### src/rtl/kf_dma_address_count_bank_if.sv
// Bus bundle between the DMA timing/CPU side (master) and the address/count register bank (slave).
interface kf_dma_address_count_bank_if #(
  parameter int CHANNELS    = 4,
  parameter int ADDR_WIDTH  = 16,
  parameter int COUNT_WIDTH = 16
) ();
  localparam int NBYTES = ((ADDR_WIDTH > COUNT_WIDTH) ? ADDR_WIDTH : COUNT_WIDTH) / 8;
  localparam int PW     = (NBYTES > 1) ? $clog2(NBYTES) : 1;

  // Every input is a level sampled on each system clock; cpu_clock_negedge is a one-clock strobe
  // that qualifies next_word and transfer_address capture. Pulses out last exactly one clock.
  logic                   cpu_clock_negedge;
  logic [7:0]             data_in;
  logic [7:0]             data_out;
  logic [CHANNELS-1:0]    write_address;
  logic [CHANNELS-1:0]    write_count;
  logic [CHANNELS-1:0]    read_address;
  logic [CHANNELS-1:0]    read_count;
  logic                   clear_byte_pointer;
  logic                   master_clear;
  logic [CHANNELS-1:0]    channel_select;
  logic                   initialize;
  logic [CHANNELS-1:0]    auto_init_config;
  logic                   address_hold_config;
  logic                   decrement_config;
  logic                   next_word;
  logic [PW-1:0]          byte_pointer;
  logic                   terminal_count;
  logic                   update_high_address;
  logic                   address_carry;
  logic [ADDR_WIDTH-1:0]  transfer_address;

  modport master (
    output cpu_clock_negedge, data_in, write_address, write_count, read_address, read_count,
           clear_byte_pointer, master_clear, channel_select, initialize, auto_init_config,
           address_hold_config, decrement_config, next_word,
    input  data_out, byte_pointer, terminal_count, update_high_address, address_carry,
           transfer_address
  );

  modport slave (
    input  cpu_clock_negedge, data_in, write_address, write_count, read_address, read_count,
           clear_byte_pointer, master_clear, channel_select, initialize, auto_init_config,
           address_hold_config, decrement_config, next_word,
    output data_out, byte_pointer, terminal_count, update_high_address, address_carry,
           transfer_address
  );
endinterface

### src/rtl/kf_dma_address_count_bank.sv
// Per-channel DMA base/current address and word-count registers with byte-serial CPU access,
// per-word stepping, autoinitialize on terminal count, and carry/terminal-count pulses.
module kf_dma_address_count_bank #(
  parameter int CHANNELS    = 4,
  parameter int ADDR_WIDTH  = 16,
  parameter int COUNT_WIDTH = 16
) (
  input  logic                          clock,
  input  logic                          reset,
  kf_dma_address_count_bank_if.slave    io_bank
);
  localparam int NBYTES = ((ADDR_WIDTH > COUNT_WIDTH) ? ADDR_WIDTH : COUNT_WIDTH) / 8;
  localparam int PW     = (NBYTES > 1) ? $clog2(NBYTES) : 1;
  localparam int SW     = (CHANNELS > 1) ? $clog2(CHANNELS) : 1;

  logic [ADDR_WIDTH-1:0]   r_base_addr  [CHANNELS];
  logic [ADDR_WIDTH-1:0]   r_cur_addr   [CHANNELS];
  logic [COUNT_WIDTH-1:0]  r_base_count [CHANNELS];
  logic [COUNT_WIDTH-1:0]  r_cur_count  [CHANNELS];
  logic [PW-1:0]           r_byte_ptr;
  logic [2*CHANNELS-1:0]   r_prev_read;
  logic                    r_tc;
  logic                    r_carry;
  logic [ADDR_WIDTH-1:0]   r_xfer_addr;

  logic [SW-1:0]           w_sel_idx;
  logic                    w_sel_valid;
  logic [ADDR_WIDTH-1:0]   w_sel_addr;
  logic [COUNT_WIDTH-1:0]  w_sel_count;
  logic                    w_sel_wr;
  logic [ADDR_WIDTH-1:0]   w_step_addr;
  logic                    w_underflow;
  logic                    w_wrap;
  logic                    w_do_step;
  logic [2*CHANNELS-1:0]   w_read_vec;
  logic                    w_read_end;
  logic                    w_wr_any;
  logic                    w_rd_hit;
  logic [7:0]              w_read_byte;

  function automatic logic [ADDR_WIDTH-1:0] put_addr_byte(input logic [ADDR_WIDTH-1:0] v,
                                                          input logic [PW-1:0] k, input logic [7:0] d);
    put_addr_byte = v;
    for (int b = 0; b < ADDR_WIDTH/8; b++)
      if (k == PW'(b)) put_addr_byte[b*8 +: 8] = d;
  endfunction

  function automatic logic [COUNT_WIDTH-1:0] put_count_byte(input logic [COUNT_WIDTH-1:0] v,
                                                            input logic [PW-1:0] k, input logic [7:0] d);
    put_count_byte = v;
    for (int b = 0; b < COUNT_WIDTH/8; b++)
      if (k == PW'(b)) put_count_byte[b*8 +: 8] = d;
  endfunction

  function automatic logic [7:0] get_addr_byte(input logic [ADDR_WIDTH-1:0] v, input logic [PW-1:0] k);
    get_addr_byte = 8'h00;
    for (int b = 0; b < ADDR_WIDTH/8; b++)
      if (k == PW'(b)) get_addr_byte = v[b*8 +: 8];
  endfunction

  function automatic logic [7:0] get_count_byte(input logic [COUNT_WIDTH-1:0] v, input logic [PW-1:0] k);
    get_count_byte = 8'h00;
    for (int b = 0; b < COUNT_WIDTH/8; b++)
      if (k == PW'(b)) get_count_byte = v[b*8 +: 8];
  endfunction

  // Lowest selected channel wins; an empty select falls back to channel 0 for transfer_address.
  always_comb begin
    w_sel_idx   = '0;
    w_sel_valid = 1'b0;
    for (int c = CHANNELS-1; c >= 0; c--) begin
      if (io_bank.channel_select[c]) begin
        w_sel_idx   = SW'(c);
        w_sel_valid = 1'b1;
      end
    end
  end

  assign w_sel_addr  = r_cur_addr[w_sel_idx];
  assign w_sel_count = r_cur_count[w_sel_idx];
  assign w_sel_wr    = io_bank.write_address[w_sel_idx] | io_bank.write_count[w_sel_idx];
  assign w_underflow = (w_sel_count == '0);
  assign w_do_step   = io_bank.next_word & io_bank.cpu_clock_negedge & w_sel_valid &
                       ~w_sel_wr & ~io_bank.initialize;

  always_comb begin
    w_step_addr = w_sel_addr;
    w_wrap      = 1'b0;
    if (!io_bank.address_hold_config) begin
      if (io_bank.decrement_config) begin
        w_step_addr = w_sel_addr - ADDR_WIDTH'(1);
        w_wrap      = (w_sel_addr == '0);
      end else begin
        w_step_addr = w_sel_addr + ADDR_WIDTH'(1);
        w_wrap      = (w_sel_addr == '1);
      end
    end
  end

  generate
    if (ADDR_WIDTH > 8) begin : g_uha
      assign io_bank.update_high_address = io_bank.next_word &
        (w_step_addr[ADDR_WIDTH-1:8] != r_xfer_addr[ADDR_WIDTH-1:8]);
    end else begin : g_no_uha
      assign io_bank.update_high_address = 1'b0;
    end
  endgenerate

  // Any address read outranks any count read.
  always_comb begin
    w_read_byte = 8'h00;
    w_rd_hit    = 1'b0;
    for (int c = 0; c < CHANNELS; c++) begin
      if (!w_rd_hit && io_bank.read_address[c]) begin
        w_read_byte = get_addr_byte(r_cur_addr[c], r_byte_ptr);
        w_rd_hit    = 1'b1;
      end
    end
    for (int c = 0; c < CHANNELS; c++) begin
      if (!w_rd_hit && io_bank.read_count[c]) begin
        w_read_byte = get_count_byte(r_cur_count[c], r_byte_ptr);
        w_rd_hit    = 1'b1;
      end
    end
  end

  assign io_bank.data_out = w_read_byte;
  assign w_read_vec = {io_bank.read_count, io_bank.read_address};
  assign w_read_end = (|r_prev_read) && (r_prev_read != w_read_vec);
  assign w_wr_any   = (|io_bank.write_address) | (|io_bank.write_count);

  generate
    for (genvar ch = 0; ch < CHANNELS; ch++) begin : g_ch
      always_ff @(posedge clock or posedge reset) begin
        if (reset) begin
          r_base_addr[ch]  <= '0;
          r_cur_addr[ch]   <= '0;
          r_base_count[ch] <= '0;
          r_cur_count[ch]  <= '0;
        end else if (io_bank.master_clear) begin
          r_base_addr[ch]  <= '0;
          r_cur_addr[ch]   <= '0;
          r_base_count[ch] <= '0;
          r_cur_count[ch]  <= '0;
        end else begin
          if (io_bank.write_address[ch]) begin
            r_base_addr[ch] <= put_addr_byte(r_base_addr[ch], r_byte_ptr, io_bank.data_in);
            r_cur_addr[ch]  <= put_addr_byte(r_cur_addr[ch], r_byte_ptr, io_bank.data_in);
          end else if (io_bank.initialize && w_sel_valid && w_sel_idx == SW'(ch)) begin
            r_cur_addr[ch] <= r_base_addr[ch];
          end else if (w_do_step && w_sel_idx == SW'(ch)) begin
            r_cur_addr[ch] <= (w_underflow && io_bank.auto_init_config[ch]) ? r_base_addr[ch]
                                                                              : w_step_addr;
          end
          if (io_bank.write_count[ch]) begin
            r_base_count[ch] <= put_count_byte(r_base_count[ch], r_byte_ptr, io_bank.data_in);
            r_cur_count[ch]  <= put_count_byte(r_cur_count[ch], r_byte_ptr, io_bank.data_in);
          end else if (io_bank.initialize && w_sel_valid && w_sel_idx == SW'(ch)) begin
            r_cur_count[ch] <= r_base_count[ch];
          end else if (w_do_step && w_sel_idx == SW'(ch)) begin
            r_cur_count[ch] <= (w_underflow && io_bank.auto_init_config[ch]) ? r_base_count[ch]
                                                                              : r_cur_count[ch] - COUNT_WIDTH'(1);
          end
        end
      end
    end
  endgenerate

  always_ff @(posedge clock or posedge reset) begin
    if (reset) begin
      r_byte_ptr  <= '0;
      r_prev_read <= '0;
      r_tc        <= 1'b0;
      r_carry     <= 1'b0;
      r_xfer_addr <= '0;
    end else if (io_bank.master_clear) begin
      r_byte_ptr  <= '0;
      r_prev_read <= '0;
      r_tc        <= 1'b0;
      r_carry     <= 1'b0;
      r_xfer_addr <= '0;
    end else begin
      if (io_bank.clear_byte_pointer)
        r_byte_ptr <= '0;
      else if (w_wr_any || w_read_end)
        r_byte_ptr <= (r_byte_ptr == PW'(NBYTES-1)) ? '0 : r_byte_ptr + PW'(1);
      r_prev_read <= w_read_vec;
      r_tc        <= w_do_step & w_underflow;
      r_carry     <= w_do_step & w_wrap;
      // Captures the pre-step address, so it lags the current register by one word.
      if (io_bank.cpu_clock_negedge)
        r_xfer_addr <= w_sel_addr;
    end
  end

  assign io_bank.byte_pointer     = r_byte_ptr;
  assign io_bank.terminal_count   = r_tc;
  assign io_bank.address_carry    = r_carry;
  assign io_bank.transfer_address = r_xfer_addr;
endmodule

### src/flat_wrapper.sv
// flat-port wrapper written by rule: the top's interface ports become plain ports
module kf_dma_address_count_bank_flat 
#(
  parameter int CHANNELS    = 4,
  parameter int ADDR_WIDTH  = 16,
  parameter int COUNT_WIDTH = 16
)
  (clock, reset, io_bank_cpu_clock_negedge, io_bank_data_in, io_bank_write_address, io_bank_write_count, io_bank_read_address, io_bank_read_count, io_bank_clear_byte_pointer, io_bank_master_clear, io_bank_channel_select, io_bank_initialize, io_bank_auto_init_config, io_bank_address_hold_config, io_bank_decrement_config, io_bank_next_word, io_bank_data_out, io_bank_byte_pointer, io_bank_terminal_count, io_bank_update_high_address, io_bank_address_carry, io_bank_transfer_address);
  kf_dma_address_count_bank_if #(.CHANNELS(CHANNELS), .ADDR_WIDTH(ADDR_WIDTH), .COUNT_WIDTH(COUNT_WIDTH)) io_bank_i ();
  input  logic clock;
  input  logic reset;
  input wire logic [$bits(io_bank_i.cpu_clock_negedge)-1:0] io_bank_cpu_clock_negedge;
  input wire logic [$bits(io_bank_i.data_in)-1:0] io_bank_data_in;
  input wire logic [$bits(io_bank_i.write_address)-1:0] io_bank_write_address;
  input wire logic [$bits(io_bank_i.write_count)-1:0] io_bank_write_count;
  input wire logic [$bits(io_bank_i.read_address)-1:0] io_bank_read_address;
  input wire logic [$bits(io_bank_i.read_count)-1:0] io_bank_read_count;
  input wire logic [$bits(io_bank_i.clear_byte_pointer)-1:0] io_bank_clear_byte_pointer;
  input wire logic [$bits(io_bank_i.master_clear)-1:0] io_bank_master_clear;
  input wire logic [$bits(io_bank_i.channel_select)-1:0] io_bank_channel_select;
  input wire logic [$bits(io_bank_i.initialize)-1:0] io_bank_initialize;
  input wire logic [$bits(io_bank_i.auto_init_config)-1:0] io_bank_auto_init_config;
  input wire logic [$bits(io_bank_i.address_hold_config)-1:0] io_bank_address_hold_config;
  input wire logic [$bits(io_bank_i.decrement_config)-1:0] io_bank_decrement_config;
  input wire logic [$bits(io_bank_i.next_word)-1:0] io_bank_next_word;
  output wire logic [$bits(io_bank_i.data_out)-1:0] io_bank_data_out;
  output wire logic [$bits(io_bank_i.byte_pointer)-1:0] io_bank_byte_pointer;
  output wire logic [$bits(io_bank_i.terminal_count)-1:0] io_bank_terminal_count;
  output wire logic [$bits(io_bank_i.update_high_address)-1:0] io_bank_update_high_address;
  output wire logic [$bits(io_bank_i.address_carry)-1:0] io_bank_address_carry;
  output wire logic [$bits(io_bank_i.transfer_address)-1:0] io_bank_transfer_address;
  assign io_bank_i.cpu_clock_negedge = io_bank_cpu_clock_negedge;
  assign io_bank_i.data_in = io_bank_data_in;
  assign io_bank_i.write_address = io_bank_write_address;
  assign io_bank_i.write_count = io_bank_write_count;
  assign io_bank_i.read_address = io_bank_read_address;
  assign io_bank_i.read_count = io_bank_read_count;
  assign io_bank_i.clear_byte_pointer = io_bank_clear_byte_pointer;
  assign io_bank_i.master_clear = io_bank_master_clear;
  assign io_bank_i.channel_select = io_bank_channel_select;
  assign io_bank_i.initialize = io_bank_initialize;
  assign io_bank_i.auto_init_config = io_bank_auto_init_config;
  assign io_bank_i.address_hold_config = io_bank_address_hold_config;
  assign io_bank_i.decrement_config = io_bank_decrement_config;
  assign io_bank_i.next_word = io_bank_next_word;
  assign io_bank_data_out = io_bank_i.data_out;
  assign io_bank_byte_pointer = io_bank_i.byte_pointer;
  assign io_bank_terminal_count = io_bank_i.terminal_count;
  assign io_bank_update_high_address = io_bank_i.update_high_address;
  assign io_bank_address_carry = io_bank_i.address_carry;
  assign io_bank_transfer_address = io_bank_i.transfer_address;
  kf_dma_address_count_bank #(.CHANNELS(CHANNELS), .ADDR_WIDTH(ADDR_WIDTH), .COUNT_WIDTH(COUNT_WIDTH)) u_core (.clock(clock), .reset(reset), .io_bank(io_bank_i));
endmodule
### config.mk
export PLATFORM = sky130hd
export DESIGN_NAME = kf_dma_address_count_bank_flat
export DESIGN_NICKNAME = d
export VERILOG_FILES = /design/src/rtl/kf_dma_address_count_bank_if.sv /design/src/rtl/kf_dma_address_count_bank.sv /design/src/flat_wrapper.sv
export SDC_FILE = /design/constraint.sdc
export NUM_CORES = 1
export LEC_CHECK = 0
export ABC_AREA = 0
export BUFFER_PORTS_ARGS = -buffer_cell sky130_fd_sc_hd__buf_2
export CAP_MARGIN = 10
export CORE_AREA = 2 2 177 179
export DETAILED_ROUTE_END_ITERATION = 8
export DIE_AREA = 0 0 179 181
export MAX_ROUTING_LAYER = met4
export PLACE_DENSITY_LB_ADDON = 0.2
export SLEW_MARGIN = 20
export SYNTH_ARGS = -nofsm -noshare
export SYNTH_HDL_FRONTEND = slang
export SYNTH_SLANG_ARGS = --single-unit
### constraint.sdc
create_clock -name clock -period 30.3 [get_ports clock]
set_clock_uncertainty 0.15 [all_clocks]
set_input_delay 6.06 -clock clock [delete_from_list [all_inputs] [get_ports clock]]
set_output_delay 6.06 -clock clock [all_outputs]
set_load 0.005 [all_outputs]
[After elaboration in Yosys (flattened, before gate mapping)]
Index checks and enable logic that the tools add are counted.
Storage, ports and cells
  register bits after elaboration: 283
  input bits: 41
  output and inout port bits: 28
  logic and storage cells: 279
Cells by class
  add/subtract/negate cells: 7
  $lt $le $gt $ge: 2
  equal/unequal tests: 23
  mux-type cells: 112
  bitwise operators: 12
  reduce and logical (&&, ||, !) cells: 86
Operators with widths (count)
  two-way mux 16 bit: 64
  two-way mux 8 bit: 19
  subtractor 16 x 1 -> 16 bit (second input constant): 5
  binary-select mux 16 bit (select 2 bit): 2
  AND reduction 2 bit: 32
  zero test 16 bit: 2
  nonzero test 4 bit: 8
  inequality test 3 x 1 -> 1 bit (second input constant): 8
  inequality test 3 bit (second input constant): 8
  logical AND 1 bit: 21
  two-way mux 1 bit: 21
  nonzero test 2 bit: 10
  adder 16 x 1 -> 16 bit (second input constant): 1
  equality test 16 bit (second input constant): 1
  inequality test 8 bit: 2
  two-way mux 2 bit: 4
  OR reduction 4 bit: 2
  OR reduction 8 bit: 1
  AND 1 bit: 7
  zero test 1 bit: 7
  binary-select mux 1 bit (select 2 bit): 2
  equality test 2 bit (second input constant): 2
  >= comparator 3 bit (second input constant): 1
  < comparator 2 x 3 -> 1 bit (second input constant): 1
  other kinds (9): 11

[Depth between registers and ports, before layout]
  depth in word-level cells: 22
  depth in mapped cells: 16

[Least setup slack after synthesis]
No wires, ideal clock.
  path type: in2out
  start: input port io_bank_channel_select[2]
  end: output port io_bank_update_high_address
  data arrival time: 9.947 ns
  slack: 14.143 ns
  cell stages on the path: 13
  path buffers: 2
  cell sequence: or4b_2 clkbuf_1 clkbuf_1 o221a_2 ha_1 a211o_1 a2111o_1 o211ai_1 nand4_1 and3_1 nor3_1 xor2_1 o41a_1
On the way
  cells in the longest elaborated chain, start to end: 12
  elaborated cells on any way between the ends: 13
RTL lines
  start, declared: RTL line flat_wrapper.sv:20  | input wire logic [$bits(io_bank_i.channel_select)-1:0] io_bank_channel_select;
  two-way mux 2 bit * (3 in a row): RTL line kf_dma_address_count_bank.sv:72  | if (io_bank.channel_select[c]) begin
  inverter 2 -> 3 bit (not written as such) *: RTL line kf_dma_address_count_bank.sv:79  | assign w_sel_addr = r_cur_addr[w_sel_idx];
  binary-select mux 16 bit (select 2 bit) *: RTL line kf_dma_address_count_bank.sv:79
  two-way mux 16 bit (not written as such) * (2 in a row): RTL line kf_dma_address_count_bank.sv:79
  adder 16 x 1 -> 16 bit or subtractor 16 x 1 -> 16 bit (tied branches): RTL line kf_dma_address_count_bank.sv:94, kf_dma_address_count_bank.sv:91
  two-way mux 16 bit: RTL line kf_dma_address_count_bank.sv:90  | if (io_bank.decrement_config) begin
  two-way mux 16 bit *: RTL line kf_dma_address_count_bank.sv:89  | if (!io_bank.address_hold_config) begin
  inequality test 8 bit *: RTL line kf_dma_address_count_bank.sv:103  | (w_step_addr[ADDR_WIDTH-1:8] != r_xfer_addr[ADDR_WIDTH-1:8]);
  AND 1 bit *: RTL line kf_dma_address_count_bank.sv:102  | assign io_bank.update_high_address = io_bank.next_word &
  end, declared: RTL line flat_wrapper.sv:29  | output wire logic [$bits(io_bank_i.update_high_address)-1:0] io_bank_update_high_address;
Every way passes the cells marked *; elsewhere a longest branch is shown, timed or not. The select of a mux whose other input is x is not followed.

[Final worst setup path]
  start: input port io_bank_channel_select[1]
  end: output port io_bank_update_high_address
On the way
  cells in the longest elaborated chain, start to end: 11
  elaborated cells on any way between the ends: 12
RTL lines (RTL line)
  two-way mux 2 bit * (2 in a row): kf_dma_address_count_bank.sv:72
  inverter 2 -> 3 bit (not written as such) *: kf_dma_address_count_bank.sv:79
  binary-select mux 16 bit (select 2 bit) *: kf_dma_address_count_bank.sv:79
  two-way mux 16 bit (not written as such) * (2 in a row): kf_dma_address_count_bank.sv:79
  adder 16 x 1 -> 16 bit or subtractor 16 x 1 -> 16 bit (tied branches): kf_dma_address_count_bank.sv:94, kf_dma_address_count_bank.sv:91
  two-way mux 16 bit: kf_dma_address_count_bank.sv:90
  two-way mux 16 bit *: kf_dma_address_count_bank.sv:89
  inequality test 8 bit *: kf_dma_address_count_bank.sv:103
  AND 1 bit *: kf_dma_address_count_bank.sv:102
Marks and branches as above.

==> impl_metrics.json <==
{
  "status": "finished clean",
  "min-delay-path-class": "register to register",
  "p_leak_nw": 8.709,
  "wl_per_cell_um": 25.99,
  "cts_max_path_buffers": 3,
  "critPathBufInv": 2,
  "setup_tns_ns": 0,
  "drtPass1Iterations": 6,
  "endpoint_kind": "output port",
  "rows": 64,
  "antenna_found_initial": 1,
  "startpoint": "io_bank_channel_select[1]",
  "synth.distinct_cells": 78,
  "portBuffers": 68,
  "synth_cells": 2114,
  "synth_warnings": 0,
  "grt_overflow": 0,
  "first_iter_violations": 2101,
  "drc": 0,
  "synth_area_um2": 18080,
  "yosysSeqAreaShare_pct": 39.17,
  "synthMostInstantiatedCell": "nor2_1",
  "die_y_um": 181,
  "root_buffer": "clkbuf_16",
  "yosysTopAreaCellShare_pct": 39.17,
  "finalSetupViolCount": 0,
  "numCtsBuffers": 34,
  "instances_no_fill": 2490,
  "synth_area_per_cell_um2": 8.551,
  "post_cts_resized": 0,
  "slew_violations": 0,
  "clk-insertion-delay-late_ns": 0.53,
  "grt_pass1_wl_um": 98410,
  "drive_above_1_share_pct": 10.18,
  "die-area_um2": 32400,
  "synth_seq_cells": 283,
  "cts_tree": "built",
  "synth_area_leaders": "dfrtp_1, mux2i_1, nor2_1, nand2_1, a21oi_1",
  "grt_max_degree": 175,
  "final_nets": 2131,
  "r2r_start": "u_core.r_cur_count[22]",
  "slowest_delay_ns": 0.86,
  "async_reset_ff_share_pct": 100.0,
  "fp.dieW_um": 179,
  "min_from": "u_core.r_base_addr[19]",
  "tightest_slew_ns": 1.230,
  "irDropWorstVdd_mv": 0.06331,
  "critPathRequiredTime_ns": 24.09,
  "total_power_mw": 1.158,
  "cts_sinks": 283,
  "synth_common_cells": "nor2_1, dfrtp_1, nand2_1, a21oi_1, mux2i_1",
  "wl_um": 64710,
  "critPathMaxFanout": 31,
  "gp_congestion": 1.105,
  "core_um2": 30350,
  "synth-edff-count": 0,
  "rsz0062_at_grt": "no",
  "finalHoldViolations": 0,
  "vias": 16984,
  "postCtsSetupBuffers": 0,
  "powerDensity_nw_per_um2": 59.06,
  "cp_data_arrival_time_ns": 10.96,
  "max_freq_ghz": 0.05825,
  "crit_family": "simple AND/OR/NAND/NOR gates",
  "viasPerCell": 6.821,
  "dp_cells": 2428,
  "critical_path_class": "input port to output port",
  "h-tree-depth": 2,
  "max_slew_margin_pct": 17.44,
  "start_util_pct": 59.56,
  "cap_violations": 0,
  "synthFlopType": "dfrtp_1",
  "start_kind": "input port",
  "grt_pass1_vias": 16138,
  "grt_usage_pct": 41.22,
  "min_period_ns": 17.17,
  "dp_hpwl_um": 43760,
  "ant_nets": 0,
  "ctsHoldBuffers": 0,
  "synth_nets": 2177,
  "fin_crit_sh_pct": 56.65,
  "synth_top_cell_by_area": "dfrtp_1",
  "syn_to_final_growth_pct": 8.465,
  "clkTransAtPathRegs_ns": 0.06,
  "io_pins": 69,
  "cp_cell_sequence": "buf_2 > nor3_1 > nor2_1 > nor2_1 > nor3_1 > ha_1 > nand3_1 > a211o_1 > nand3_1 > o2111a_1 > a211oi_1 > xnor2_1 > nand4_1 > o41a_1 > buf_2",
  "crit_slowest_cell": "a211oi_1"
}
==> per-stage QoR <==
step,util [%],area (µm²),worst slack [ns],hold slack (ns)
6_report,64.61,19610,13.13,0.3713
5_1_grt,64.60,19610,12.77,0.3927
4_1_cts,64.52,19580,13.21,0.3720
3_5_place_dp,60.84,18470,13.25,0.3588
3_3_place_gp,60.84,18470,13.43,0.3436
2_1_floorplan,-,18080,14.14,0.3174
==> cells by family after synthesis <==
logic type               count (synthesis)  share of synthesized area [%]
AO/OA/AOI/OAI                          534                          21.16
adder cells (fa/ha/maj)                 22                          1.564
multiplexers                           161                          9.067
XOR/XNOR                                70                          3.391
AND/OR/NAND/NOR                        828                          20.84
buffers and inverters                  216                          4.803
flip-flops                             283                          39.17
==> routing by layer <==
| metal | GRT usage, % | part of all wire (%) | up-vias |
|---|---|---|---|
| met4 | 17.72 | 4.9 | 0 |
| met3 | 8.986 | 10 | 178 |
| met1 | 55.55 | 41 | 8298 |
| met2 | 59.88 | 45 | 934 |
| li1 | - | - | 7574 |
| met5 | - | 0 | - |
==> cell type report <==
cell class	instances	area (µm²)
Clock buffer	50	1042
Sequential cell	283	7086
Multi-Input combinational cell	1615	10180
Inverter	38	150.1
Timing Repair Buffer	96	571.8
Fill cell	2580	10740
Tap cell	396	495.5
Clock inverter	10	75.07
Antenna cell	2	5.005
==> placed cells by master, fill, tap and decap left out, types with 11 or more instances in the layout <==
master / count
xnor2_1: 55
clkbuf_8: 12
a311oi_1: 58
o211ai_1: 16
a31oi_1: 16
nor2b_1: 27
nor2_1: 350
inv_1: 37
or3_1: 13
a22o_1: 11
clkbuf_16: 35
o22ai_1: 20
a211oi_1: 24
and3_1: 12
ha_1: 21
a211o_1: 60
buf_2: 67
nand2_1: 203
nand3_1: 84
a21o_1: 13
buf_4: 27
nor3b_1: 16
a21oi_1: 144
xor2_1: 15
nor3_1: 41
mux2_2: 20
nor4_1: 18
mux2i_1: 139
dfrtp_1: 282
o21ai_0: 55
==> flip-flops by register name (all words and copies together) (netlist names) <==
signal	cells
u_core.io_bank.address_carry	1
u_core.io_bank.byte_pointer	1
u_core.io_bank.terminal_count	1
u_core.io_bank.transfer_address	16
u_core.r_base_addr	64
u_core.r_base_count	64
u_core.r_cur_addr	64
u_core.r_cur_count	64
u_core.r_prev_read	8
==> worst min-delay path: cells and delay by family, from the launching register on <==
kind,cells,cell delay (ns)
flip-flops,1,0.34
AND/OR/NAND/NOR,1,0.08
multiplexers,1,0.06
==> worst paths after layout <==
check,endpoint,slack (ns),cells past startpoint
max in group asynchronous,u_core.io_bank.transfer_address[13],22.98,3
worst min register to register,u_core.r_base_addr[19],0.37,2
worst min-delay path,u_core.r_base_addr[19],0.37,2
worst max register to register,u_core.r_cur_addr[21],25.82,9
worst max-delay path,io_bank_update_high_address,13.13,15
min in group asynchronous,u_core.r_base_count[11],5.53,2
==> report_power, final <==
part | total, mW | internal, mW | leakage (nW) | switching [mW]
clock | 0.410 | 0.240 | 0.557 | 0.170
combinational | 0.301 | 0.110 | 4.39 | 0.191
sequential | 0.447 | 0.407 | 3.76 | 0.0398
total | 1.16 | 0.757 | 8.71 | 0.401
Power figures use the tool's default switching activity.
